<file path="src/rtl/rv32_types_pkg.sv">
// Shared types for the RV32 pipeline controller: stage indices, controller
// FSM states and the per-stage stop/flush payload.
package rv32_types;

  localparam int unsigned PIPE_STAGES  = 5;
  localparam int unsigned STAGE_FETCH  = 0;
  localparam int unsigned STAGE_DECODE = 1;
  localparam int unsigned STAGE_EXEC   = 2;
  localparam int unsigned STAGE_MEM    = 3;
  localparam int unsigned STAGE_WB     = 4;

  typedef enum logic [1:0] {
    ST_RUN    = 2'd0,
    ST_DRAIN  = 2'd1,
    ST_TAKE   = 2'd2,
    ST_RESUME = 2'd3
  } pipe_ctrl_state_t;

  typedef struct packed {
    logic [PIPE_STAGES-1:0] stop;
    logic [PIPE_STAGES-1:0] flush;
  } pipe_ctrl_t;

endpackage

</file>
<file path="src/rtl/rv32_sat_counter.sv">
// Saturating up-counter with synchronous active-low reset; sticks at all ones.
module rv32_sat_counter #(
  parameter int unsigned WIDTH = 32
) (
  input  logic             clk,
  input  logic             resetn,
  input  logic             inc,
  output logic [WIDTH-1:0] count
);

  always_ff @(posedge clk) begin
    if (!resetn) begin
      count <= '0;
    end else if (inc && (count != '1)) begin
      count <= count + WIDTH'(1);
    end
  end

endmodule

</file>
<file path="src/rtl/rv32_pipeline_controller.sv">
// Stall/flush sequencer for the 5-stage RV32 core with interrupt-entry drain FSM.
// Optional performance counters are built when RV32_PIPECTRL_PERF_EN is defined.
module rv32_pipeline_controller
  import rv32_types::*;
#(
  parameter int unsigned NUM_STAGES = PIPE_STAGES,
  parameter int unsigned DRAIN_MAX  = 4,
  parameter int unsigned CNT_W      = 32
) (
  input  logic                  clk,
  input  logic                  resetn,
  input  logic                  decode_stall,
  input  logic                  mem_busy,
  input  logic                  jump_do,
  input  logic                  irq_pending,
  input  logic [NUM_STAGES-1:0] stage_valid,
  output logic [NUM_STAGES-1:0] stop,
  output logic [NUM_STAGES-1:0] flush,
  output logic                  irq_take,
  output logic [1:0]            ctrl_state,
  output logic [CNT_W-1:0]      perf_hazard_cnt,
  output logic [CNT_W-1:0]      perf_mem_cnt,
  output logic [CNT_W-1:0]      perf_irq_cnt
);

  localparam int unsigned       DCNT_W     = (DRAIN_MAX > 1) ? $clog2(DRAIN_MAX) : 1;
  localparam logic [DCNT_W-1:0] DRAIN_LAST = DCNT_W'(DRAIN_MAX - 1);

  pipe_ctrl_state_t  state, state_nxt;
  logic [DCNT_W-1:0] dcnt, dcnt_nxt;
  pipe_ctrl_t        ctrl;
  logic              take;
  logic              exec_mem_empty;
  logic              unused_valid;

  assign exec_mem_empty = ~|stage_valid[STAGE_MEM:STAGE_EXEC];
  assign unused_valid   = ^{stage_valid[STAGE_DECODE:STAGE_FETCH],
                            stage_valid[NUM_STAGES-1:STAGE_WB]};

  always_ff @(posedge clk) begin
    if (!resetn) begin
      state <= ST_RUN;
      dcnt  <= '0;
    end else begin
      state <= state_nxt;
      dcnt  <= dcnt_nxt;
    end
  end

  // Next state and combinational stop/flush/irq_take; mem_busy freezes everything.
  always_comb begin
    state_nxt = state;
    dcnt_nxt  = dcnt;
    ctrl      = '0;
    take      = 1'b0;
    if (mem_busy) begin
      ctrl.stop = '1;
    end else begin
      case (state)
        ST_RUN: begin
          if (jump_do) begin
            ctrl.flush[STAGE_FETCH] = 1'b1;
          end else if (decode_stall) begin
            ctrl.stop[STAGE_FETCH]  = 1'b1;
            ctrl.stop[STAGE_DECODE] = 1'b1;
          end
          if (irq_pending && !jump_do) begin
            state_nxt = ST_DRAIN;
            dcnt_nxt  = '0;
          end
        end
        ST_DRAIN: begin
          ctrl.stop[STAGE_FETCH]   = 1'b1;
          ctrl.flush[STAGE_DECODE] = 1'b1;
          if (jump_do) ctrl.flush[STAGE_FETCH] = 1'b1;
          if (dcnt != DRAIN_LAST) dcnt_nxt = dcnt + DCNT_W'(1);
          if (!irq_pending) begin
            state_nxt = ST_RESUME;
          end else if (exec_mem_empty || (dcnt == DRAIN_LAST)) begin
            state_nxt = ST_TAKE;
          end
        end
        ST_TAKE: begin
          take                     = 1'b1;
          ctrl.flush[STAGE_FETCH]  = 1'b1;
          ctrl.flush[STAGE_DECODE] = 1'b1;
          state_nxt                = ST_RUN;
        end
        ST_RESUME: begin
          ctrl.flush[STAGE_FETCH] = 1'b1;
          state_nxt               = ST_RUN;
        end
        default: state_nxt = ST_RUN;
      endcase
    end
    ctrl.stop = ctrl.stop & ~ctrl.flush;
    // A reset cycle must never leak a take or stale stop/flush from the old state.
    if (!resetn) begin
      ctrl = '0;
      take = 1'b0;
    end
  end

  assign stop       = NUM_STAGES'(ctrl.stop);
  assign flush      = NUM_STAGES'(ctrl.flush);
  assign irq_take   = take;
  assign ctrl_state = 2'(state);

`ifdef RV32_PIPECTRL_PERF_EN
  logic hazard_inc;
  assign hazard_inc = (state == ST_RUN) && decode_stall && !mem_busy;

  rv32_sat_counter #(.WIDTH(CNT_W)) u_hazard_cnt (
    .clk    (clk),
    .resetn (resetn),
    .inc    (hazard_inc),
    .count  (perf_hazard_cnt)
  );

  rv32_sat_counter #(.WIDTH(CNT_W)) u_mem_cnt (
    .clk    (clk),
    .resetn (resetn),
    .inc    (mem_busy),
    .count  (perf_mem_cnt)
  );

  rv32_sat_counter #(.WIDTH(CNT_W)) u_irq_cnt (
    .clk    (clk),
    .resetn (resetn),
    .inc    (take),
    .count  (perf_irq_cnt)
  );
`else
  assign perf_hazard_cnt = '0;
  assign perf_mem_cnt    = '0;
  assign perf_irq_cnt    = '0;
`endif

endmodule

</file>
<file path="config.mk">
export PLATFORM = sky130hd
export DESIGN_NAME = rv32_pipeline_controller
export DESIGN_NICKNAME = d
export VERILOG_FILES = /design/src/rtl/rv32_types_pkg.sv /design/src/rtl/rv32_sat_counter.sv /design/src/rtl/rv32_pipeline_controller.sv
export SDC_FILE = /design/constraint.sdc
export NUM_CORES = 1
export LEC_CHECK = 0
export ABC_CLOCK_PERIOD_IN_PS = 1490
export CAP_MARGIN = 30
export CORE_MARGIN = 2
export CORE_UTILIZATION = 27
export CTS_BUF_LIST = sky130_fd_sc_hd__clkbuf_8
export DETAILED_ROUTE_END_ITERATION = 10
export GPL_TIMING_DRIVEN = 0
export PLACE_DENSITY = 0.79
export SLEW_MARGIN = 10
export SYNTH_ARGS = -nofsm -noshare
export SYNTH_HDL_FRONTEND = slang
export SYNTH_SLANG_ARGS = --single-unit
</file>
<file path="constraint.sdc">
create_clock -name clk -period 1.49 [get_ports clk]
set_clock_uncertainty 0.1 [all_clocks]
set_input_delay 0.2235 -clock clk [delete_from_list [all_inputs] [get_ports clk]]
set_output_delay 0.2235 -clock clk [all_outputs]
set_load 0.005 [all_outputs]
</file>
==> flow_summary.toml <==
[synthesis]
compound_gate_portion_of_the_synthesized_area_pct = 6.937
synth_cell_type_count = 25
xor_xnor_portion_of_the_synthesized_cell_area_pct = 0
synth.yosys.seq_area_share_pct = 6.830
synthSimpleGateAreaFrac_pct = 9.819
synth.ff_latch_count = 4
netlist_area_um2 = 1172
postSynthCellCount = 147
synthMuxAreaShare_pct = 3.415
synthesis.area_per_instance_um2 = 7.975
synth_fa_ha_area_share_pct = 6.403
ys_warn_count = 0
synth_top_family_by_area = "buffers and inverters"

[detailed_routing]
route.detailed.vias_per_inst = 2.997
route.vias.total = 974
drt_drc_violations_left = 0
detailedRoute.firstIterationViolations = 30
count_of_nets_left_with_antenna_violations_after_detail_routing = 0
wl_per_cell_um = 7.120
drt_pre_antenna_iters = 3
finalWirelength_um = 2314

[placed_design]
globalplace.congestion = 0.7045
placedInstanceArea_um2 = 1790
count_of_buffers_from_port_buffering = 17
dp.cells = 312
post-place-ws_ns = -0.7692
place.detailed.hpwl_um = 1929

[floorplan]
start_util_pct = 28.69
chip_width_um = 69.90
design.portCount = 120
placement_rows = 23
placeableCoreArea_um2 = 4086
fp.dieArea_um2 = 4885
dieHeight_um = 69.90

[setup_path]
setup.worst_path.class = "flip-flop to output pin"
timing.critical_path.cells = "inv_4 -> ha_4 -> and3b_2 -> o221a_4 -> o21a_1 -> buf_2"
timing.critical_path.required_ns = 1.17
critical_path_peak_fanout = 4
worst_ep_arrival_time_ns = 1.47
worst_setup_path_end_kind = "output pin"
crit_path_top_delay_cell = "sky130_fd_sc_hd__dfxtp_4"
timing.critical_path.slowest_cell_delay_ns = 0.37
worstSetupStartpointType = "flip-flop"

[clock_network]
htree_levels = 1
tritoncts = "done"
clock_path_buffers = 2
clk_pin_slew_ns = 0.03
post_cts_hold_buffer_count = 0
clock-sinks = 4
cts_root_buffer = "sky130_fd_sc_hd__clkbuf_8"
worst_skew_pair.late_latency_ns = 0.21
cts_buffers = 3

[run_status]
violations_in_the_final_reports = "setup timing"
status = "finished with violations"

[global_routing]
gr-usage-all-layers_pct = 8.681
grt_overflow = 0
first_global_vias = 818
grt_antenna_before_repair = 0
grt_max_degree = 10
grt_first_pass_wirelength_um = 3484

[cells_and_area]
stdcell_count = 325
filler_cell_count = 401
final_cell_mix = "111 x sky130_fd_sc_hd__buf_4, 99 x sky130_fd_sc_hd__conb_1, 5 x sky130_fd_sc_hd__nand2_1, 5 x sky130_fd_sc_hd__clkdlybuf4s50_1"
fin_nets = 293
post_route_cells_drive_above_1_share_pct = 51.27
syn_to_final_growth_pct = 66.49
leading_cell_type_in_the_layout_fill_and_taps_excluded = "sky130_fd_sc_hd__buf_4"
postLayoutCellArea_um2 = 1952
antenna_cells_inserted = 0

[timing]
fin_crit_sh_pct = 120.6
maximum_frequency_from_static_timing_analysis_mhz = 556.4
hold-worst-slack_ns = 0.2335
report.final.setup_viol = 9
timing.final.hold_violations = 0
fin_crit_ns = 1.797
rsz0062_at_grt = "yes"
timing_max_transition_violations_final = 0
post-route-worst-setup-slack_ns = -0.3072

[power_and_ir_drop]
leakage_power_figure_nw = 1.215
power_per_cell_area_nw_per_um2 = 415.7
peakVddDrop_mv = 0.1877

[hold_path]
min_path_type = "input port to flip-flop"

[flow_run]
drv_cap = 0
==> through the flow <==
stage	setup TNS, ns	power, mW	utilization, %
after floorplan	-0.01902	0.4584	-
after global placement	-6.066	0.5263	43.82
after detailed placement	-6.233	0.5313	43.82
after CTS	-1.066	0.7839	46.14
after global routing	-1.525	0.8782	47.76
final	-1.006	0.8114	47.76
==> sequential cells by signal, indices dropped and copies added (netlist names) <==
register,count
ctrl_state,2
dcnt,2
==> repair_timing <==
action | 4_1_cts | 5_1_grt
cloned | 0 | 0
buffers inserted | 6 | 3
resized for setup | 44 | 10
setup endpoints to repair | 12 | 9
pin swaps | 7 | 3
==> report_power, final <==
group	switching, mW	total, mW	internal, mW
logic	0.183	0.461	0.278
clock network	0.0538	0.229	0.175
registers	0.00814	0.121	0.113
total	0.245	0.811	0.566
==> cells by family after synthesis <==
logic type | count (synthesis)
compound gates | 7
buf+inv | 106
simple gates | 19
fa+ha+maj | 6
flops | 4
other cells | 1
mux | 4
==> worst max-delay path: cells and delay by family, from the launching register on <==
family | cells | cell delay [ns]
compound gates | 2 | 0.37
fa+ha+maj | 1 | 0.15
buf+inv | 2 | 0.16
flops | 1 | 0.37
simple gates | 1 | 0.20
==> final timing paths <==
path	start	endpoint	slack [ns]	cells after the start
worst min register to register	dcnt[1]$_SDFFE_PN0P_	dcnt[1]$_SDFFE_PN0P_	0.36	2
worst min-delay path	resetn	dcnt[0]$_SDFFE_PN0P_	0.23	3
worst max-delay path	ctrl_state[0]$_SDFFE_PN0P_	stop[0]	-0.31	6
worst max register to register	ctrl_state[1]$_SDFFE_PN0P_	ctrl_state[1]$_SDFFE_PN0P_	-0.07	5
==> metal layers <==
layer / vias to the layer above / wire, um / part of all wire, % / track usage [%]
met5: - / 0 / 0 / 0
li1: 519 / - / - / -
met4: 0 / 11 / 0.48 / 4.060
met3: 2 / 342 / 15 / 3.463
met1: 387 / 666 / 29 / 7.093
met2: 66 / 1294 / 56 / 17.57
==> synth_stat cells <==
cell type | count | area [um^2]
sky130_fd_sc_hd__a2111oi_4 | 1 | 27.53
sky130_fd_sc_hd__a21oi_1 | 1 | 5.000
sky130_fd_sc_hd__a221oi_2 | 1 | 15.01
sky130_fd_sc_hd__and2_1 | 2 | 12.51
sky130_fd_sc_hd__and3b_1 | 1 | 8.760
sky130_fd_sc_hd__and3b_2 | 1 | 10.01
sky130_fd_sc_hd__buf_4 | 101 | 758.2
sky130_fd_sc_hd__clkbuf_1 | 1 | 3.750
sky130_fd_sc_hd__conb_1 | 1 | 3.750
sky130_fd_sc_hd__dfxtp_1 | 4 | 80.08
sky130_fd_sc_hd__ha_1 | 6 | 75.07
sky130_fd_sc_hd__inv_1 | 4 | 15.01
sky130_fd_sc_hd__mux2i_1 | 4 | 40.04
sky130_fd_sc_hd__nand2_1 | 5 | 18.77
sky130_fd_sc_hd__nand2b_2 | 1 | 8.760
sky130_fd_sc_hd__nand3_1 | 1 | 5.000
sky130_fd_sc_hd__nand3b_1 | 1 | 7.510
sky130_fd_sc_hd__nor2_2 | 1 | 6.260
sky130_fd_sc_hd__nor2b_1 | 2 | 12.51
sky130_fd_sc_hd__nor3_1 | 2 | 10.01
sky130_fd_sc_hd__nor3b_1 | 2 | 15.01
sky130_fd_sc_hd__o211a_1 | 1 | 10.01
sky130_fd_sc_hd__o21a_1 | 1 | 7.510
sky130_fd_sc_hd__o21ai_0 | 1 | 5.000
sky130_fd_sc_hd__o221a_2 | 1 | 11.26
==> area by class of cell <==
cell class	instances	area [um^2]	area share, %
plain buffers	102	772.0	39.55
multi-input cells	135	747.0	38.27
repair buffers	26	217.7	11.15
flip-flops and latches	4	87.58	4.487
well taps	50	62.56	3.205
clock buffers	3	41.29	2.115
inverters	4	20.02	1.026
clock inverters	1	3.754	0.1923
Power figures use the tool's default switching activity.
